File: src/rtl/bcd_down_counter_pkg.sv
// Shared BCD definitions for the down counter and its per-digit slice.
package bcd_down_counter_pkg;
   localparam int unsigned BCD_DIGIT_W = 4;
   localparam logic [3:0]  BCD_MAX     = 4'd9;

   typedef logic [BCD_DIGIT_W-1:0] bcd_digit_t;
endpackage

File: src/rtl/bcd_down_digit.sv
// One BCD digit of the down counter: borrow-chained decrement and load-value sanitizing.
module bcd_down_digit
   import bcd_down_counter_pkg::*;
(
   input  bcd_digit_t digit_i,
   input  logic       borrow_in_i,
   input  bcd_digit_t raw_i,
   output bcd_digit_t digit_next_o,
   output logic       borrow_out_o,
   output bcd_digit_t sanitized_o
);

   always_comb begin
      digit_next_o = digit_i;
      borrow_out_o = 1'b0;
      if (borrow_in_i) begin
         if (digit_i == '0) begin
            digit_next_o = BCD_MAX;
            borrow_out_o = 1'b1;
         end else begin
            digit_next_o = digit_i - 4'd1;
         end
      end
   end

   // Hex digits A-F clamp to 9 so the count register only ever holds BCD.
   assign sanitized_o = (raw_i > BCD_MAX) ? BCD_MAX : raw_i;

endmodule

File: src/rtl/bcd_down_counter.sv
// Cascadable multi-digit BCD down counter with wrap-to-9s or auto-reload at terminal count.
module bcd_down_counter
   import bcd_down_counter_pkg::*;
#(
   parameter int unsigned DIGITS = 2
) (
   input  logic                    CLK,
   input  logic                    Clear,
   input  logic [4*DIGITS-1:0]     Data_in,
   input  logic                    Load,
   input  logic                    Count,
   input  logic                    Reload_en,
   output logic [4*DIGITS-1:0]     A_count,
   output logic                    B_out,
   output logic                    Zero
);

   localparam int unsigned W = BCD_DIGIT_W * DIGITS;

   logic [W-1:0]    count_q, count_d;
   logic [W-1:0]    reload_q, reload_d;
   logic [W-1:0]    dec_val;
   logic [W-1:0]    clean_val;
   logic [DIGITS:0] borrow;
   logic            is_zero;

   assign borrow[0] = 1'b1;

   for (genvar g = 0; g < DIGITS; g++) begin : g_digit
      bcd_down_digit u_digit (
         .digit_i      (count_q  [g*BCD_DIGIT_W +: BCD_DIGIT_W]),
         .borrow_in_i  (borrow[g]),
         .raw_i        (Data_in  [g*BCD_DIGIT_W +: BCD_DIGIT_W]),
         .digit_next_o (dec_val  [g*BCD_DIGIT_W +: BCD_DIGIT_W]),
         .borrow_out_o (borrow[g+1]),
         .sanitized_o  (clean_val[g*BCD_DIGIT_W +: BCD_DIGIT_W])
      );
   end

   // A borrow escapes the top digit only when every digit is 0.
   assign is_zero = borrow[DIGITS];

   always_comb begin
      count_d  = count_q;
      reload_d = reload_q;
      if (Load) begin
         count_d  = clean_val;
         reload_d = clean_val;
      end else if (Count) begin
         if (is_zero) begin
            count_d = Reload_en ? reload_q : {DIGITS{BCD_MAX}};
         end else begin
            count_d = dec_val;
         end
      end
   end

   always_ff @(posedge CLK) begin
      if (Clear) begin
         count_q  <= '0;
         reload_q <= '0;
      end else begin
         count_q  <= count_d;
         reload_q <= reload_d;
      end
   end

   assign A_count = count_q;
   assign B_out   = Count & ~Load & is_zero;
   assign Zero    = is_zero;

endmodule

File: config.mk
export PLATFORM = sky130hd
export DESIGN_NAME = bcd_down_counter
export DESIGN_NICKNAME = d
export VERILOG_FILES = /design/src/rtl/bcd_down_counter_pkg.sv /design/src/rtl/bcd_down_digit.sv /design/src/rtl/bcd_down_counter.sv
export SDC_FILE = /design/constraint.sdc
export NUM_CORES = 1
export LEC_CHECK = 0
export BUFFER_PORTS_ARGS = -buffer_cell sky130_fd_sc_hd__buf_4
export CORE_AREA = 3 3 45 47
export DETAILED_ROUTE_END_ITERATION = 8
export DIE_AREA = 0 0 48 50
export PLACE_DENSITY = 0.75
export SLEW_MARGIN = 15
export SYNTH_ARGS = -nofsm -noshare
export SYNTH_HDL_FRONTEND = slang
export SYNTH_SLANG_ARGS = --single-unit
File: constraint.sdc
create_clock -name CLK -period 1.48 [get_ports CLK]
set_input_delay 0.222 -clock CLK [delete_from_list [all_inputs] [get_ports CLK]]
set_output_delay 0.222 -clock CLK [all_outputs]
set_load 0.005 [all_outputs]
==> impl_metrics.yaml <==
global_routing:
  antenna_found_initial: 0
  grt_max_degree: 26
  track_usage_pct: 22.0
  grt_overflow: 0
  grt_pass1_vias: 816
  grt_pass1_wl_microns: 3770
timing:
  worst_slew_pin_slew_ps: 294
  setup_violations: 2
  hold_viol: 0
  fin_crit_sh_pct: 104
  skew_ps: 5.74
  max-slew-margin-rel_pct: 80.4
  final-max-slew-violation-count: 0
  fmax_mhz: 650
  rsz0062_at_grt: "yes"
  fin_setup_tns_ps: -100
  finalCriticalPeriod_ps: 1540
  fin_ws_ps: -58.0
worst_hold_path:
  min_path_cells: 3
  min-delay-start: "Data_in[7]"
  hold_end: "reload_q[7]"
  hp-class: "input pin to flop"
synthesis:
  synth_adder_area_share_pct: 0
  synth_ff_type: "dfxtp_1"
  yosys-top-cells-area: "dfxtp_1, a21oi_1, nand2b_1"
  async_flop_share_pct: 0
  synth_top_cells_by_count: "dfxtp_1, a21oi_1, nand2_1, o21ai_0"
  ys_seq_area_share_pct: 38.2
  synth.area.mux_share_pct: 2.54
  yosys.area_share.simple_pct: 27.6
  synth_edf_count: 0
  synth_compound_area_share_pct: 27.5
  syn_inst: 101
  syn_area_sq_um: 838
  synth_area_per_cell_sq_um: 8.30
  synth_top_family_by_area: "simple AND/OR/NAND/NOR gates"
  ys_types: 40
  yosys.area.top_type: "dfxtp_1"
  synth_fp_nets: 114
  yosysMostFrequentCell: "dfxtp_1"
  synth_xor_area_share_pct: 0
  synth-seq-cells: 16
  ys_warn_count: 0
  synth_top_area_share_pct: 38.2
finish:
  drive_gt1_share_pct: 42.1
  fin_area_sq_um: 1210
  syn_to_final_growth_pct: 44.6
  antenna_cells: 0
  n_fill_cell: 132
  finalCoreUtilization_pct: 71.8
  fin_nets: 148
clock_network:
  cts_max_level: 1
  cts.sinks: 16
  clockBufferDepth: 2
  clkTransAtPathRegs_ps: 90
  clock-root-buffer: "clkbuf_4"
  cts_tree: "done"
  clk_latency_ps: 290
  cts_inserted_buffers: 3
  cts-hold-fix-buffers: 0
detailed_routing:
  firstDrtPassIters: 4
  via_per_inst: 5.99
  num_vias: 899
  routedWlPerCell_microns: 15.0
  drc: 0
  drtIter0Drc: 22
  drt_wl_total_microns: 2260
  ant_nets: 0
floorplanning:
  die_x_microns: 48
  start_util_pct: 49.6
  die_area_sq_um: 2400
  die_h_microns: 50
  core_area_sq_um: 1690
  pin_count: 23
  core.rowCount: 15
placement:
  postPlaceCellArea_sq_um: 1050
  io_buffers: 22
  hpwl_microns: 1580
  gp_congestion: 0.887
worst_setup_path:
  cp.required_ps: 1260
  critPathCaptureType: "primary output"
  worstSetupPathType: "flop to primary output"
  r2r_cells: 4
  cp.arrival_ps: 1320
  r2r-end: "A_count[2]"
  rrSetupSlack_ps: 40
  worst_setup_path_start_kind: "flop"
  timing.rr.start: "A_count[1]"
  crit_fanout: 3
power:
  p_per_area_nw_per_um2: 867
  p_leak_nw: 0.496
  ir_drop_mv: 0.535
  power_w: 0.00105
flow_run:
  maxCapViolCount: 0
status:
  violations: "setup timing"
  outcome: "finished with violations"
worst max-delay path, cell delays in order (launching register included):
cell     delay [ps]
dfxtp_4         380
nor4_4          280
buf_4           150
and2_4          130
buf_6            80
layer usage:
| layer | GRT usage, % | routed length, microns | vias up |
|---|---|---|---|
| met3 | 3.65 | 135 | 5 |
| met5 | 0 | 0 | - |
| li1 | - | - | 441 |
| met2 | 30.6 | 1050 | 24 |
| met1 | 31.9 | 1020 | 429 |
| met4 | 10.8 | 50 | 0 |
area by class of cell:
class	count	area, sq um	share of cell area, %
clock buffers	3	22.5	1.86
multi-input cells	76	557	45.9
well taps	17	21.3	1.75
flip-flops and latches	16	338	27.9
inverters	5	18.8	1.55
repair buffers	33	255	21.1
cell usage in the layout (no fill, tap or decap), types with 2 or more instances in the layout:
master / instances
dfxtp_2: 2
buf_6: 2
dfxtp_1: 10
nor4_4: 2
o2bb2ai_1: 2
nor2_1: 4
a21oi_1: 12
clkbuf_4: 3
nand2b_1: 5
o21ai_0: 5
nor3_1: 3
nand2_1: 6
o21a_1: 2
a311oi_1: 2
buf_4: 31
nand3b_1: 2
inv_1: 4
a211oi_1: 2
dfxtp_4: 4
o31ai_1: 2
and2_4: 2
flip-flops by register name (all words and copies together), names as in the netlist:
signal,count
A_count,8
reload_q,8
kinds of logic (layout without fill, tap and decap cells):
kind of cell    Yosys count  count (layout)
buf+inv                   9              41
compound gates           35              35
flops                    16              16
simple gates             39              39
mux                       2               2
how the worst max path moves through the flow:
stage / depth (start not counted) / from / slack (ps) / to
finish: 4 / A_count[5] / -60 / Zero
global route: 4 / A_count[5] / -140 / Zero
CTS: 4 / A_count[5] / -60 / Zero
detailed placement: 4 / A_count[0] / 50 / A_count[7]
global placement: 4 / A_count[0] / 110 / A_count[7]
floorplan: 4 / A_count[7] / 110 / A_count[4]
stage by stage:
step | hold WS [ps] | cells | setup WS [ps]
6_report | 197 | 150 | -58.0
5_1_grt | 195 | 150 | -140
4_1_cts | 194 | 150 | -56.2
3_5_place_dp | 450 | 141 | 53.3
3_3_place_gp | 437 | 141 | 111
2_1_floorplan | 369 | 101 | 106
where the power goes:
part / internal (W) / switching [W]
clock network: 0.0000948 / 0.000140
logic: 0.000179 / 0.000135
registers: 0.000459 / 0.0000429
total: 0.000733 / 0.000318
timing repair:
action                                  CTS  global route
buffers inserted                          6             0
endpoints found under the setup margin    2             4
pin swaps                                 5             2
gates cloned                              0             0
resized for setup                        16            11
No activity file was read; power rests on OpenSTA's default activity.
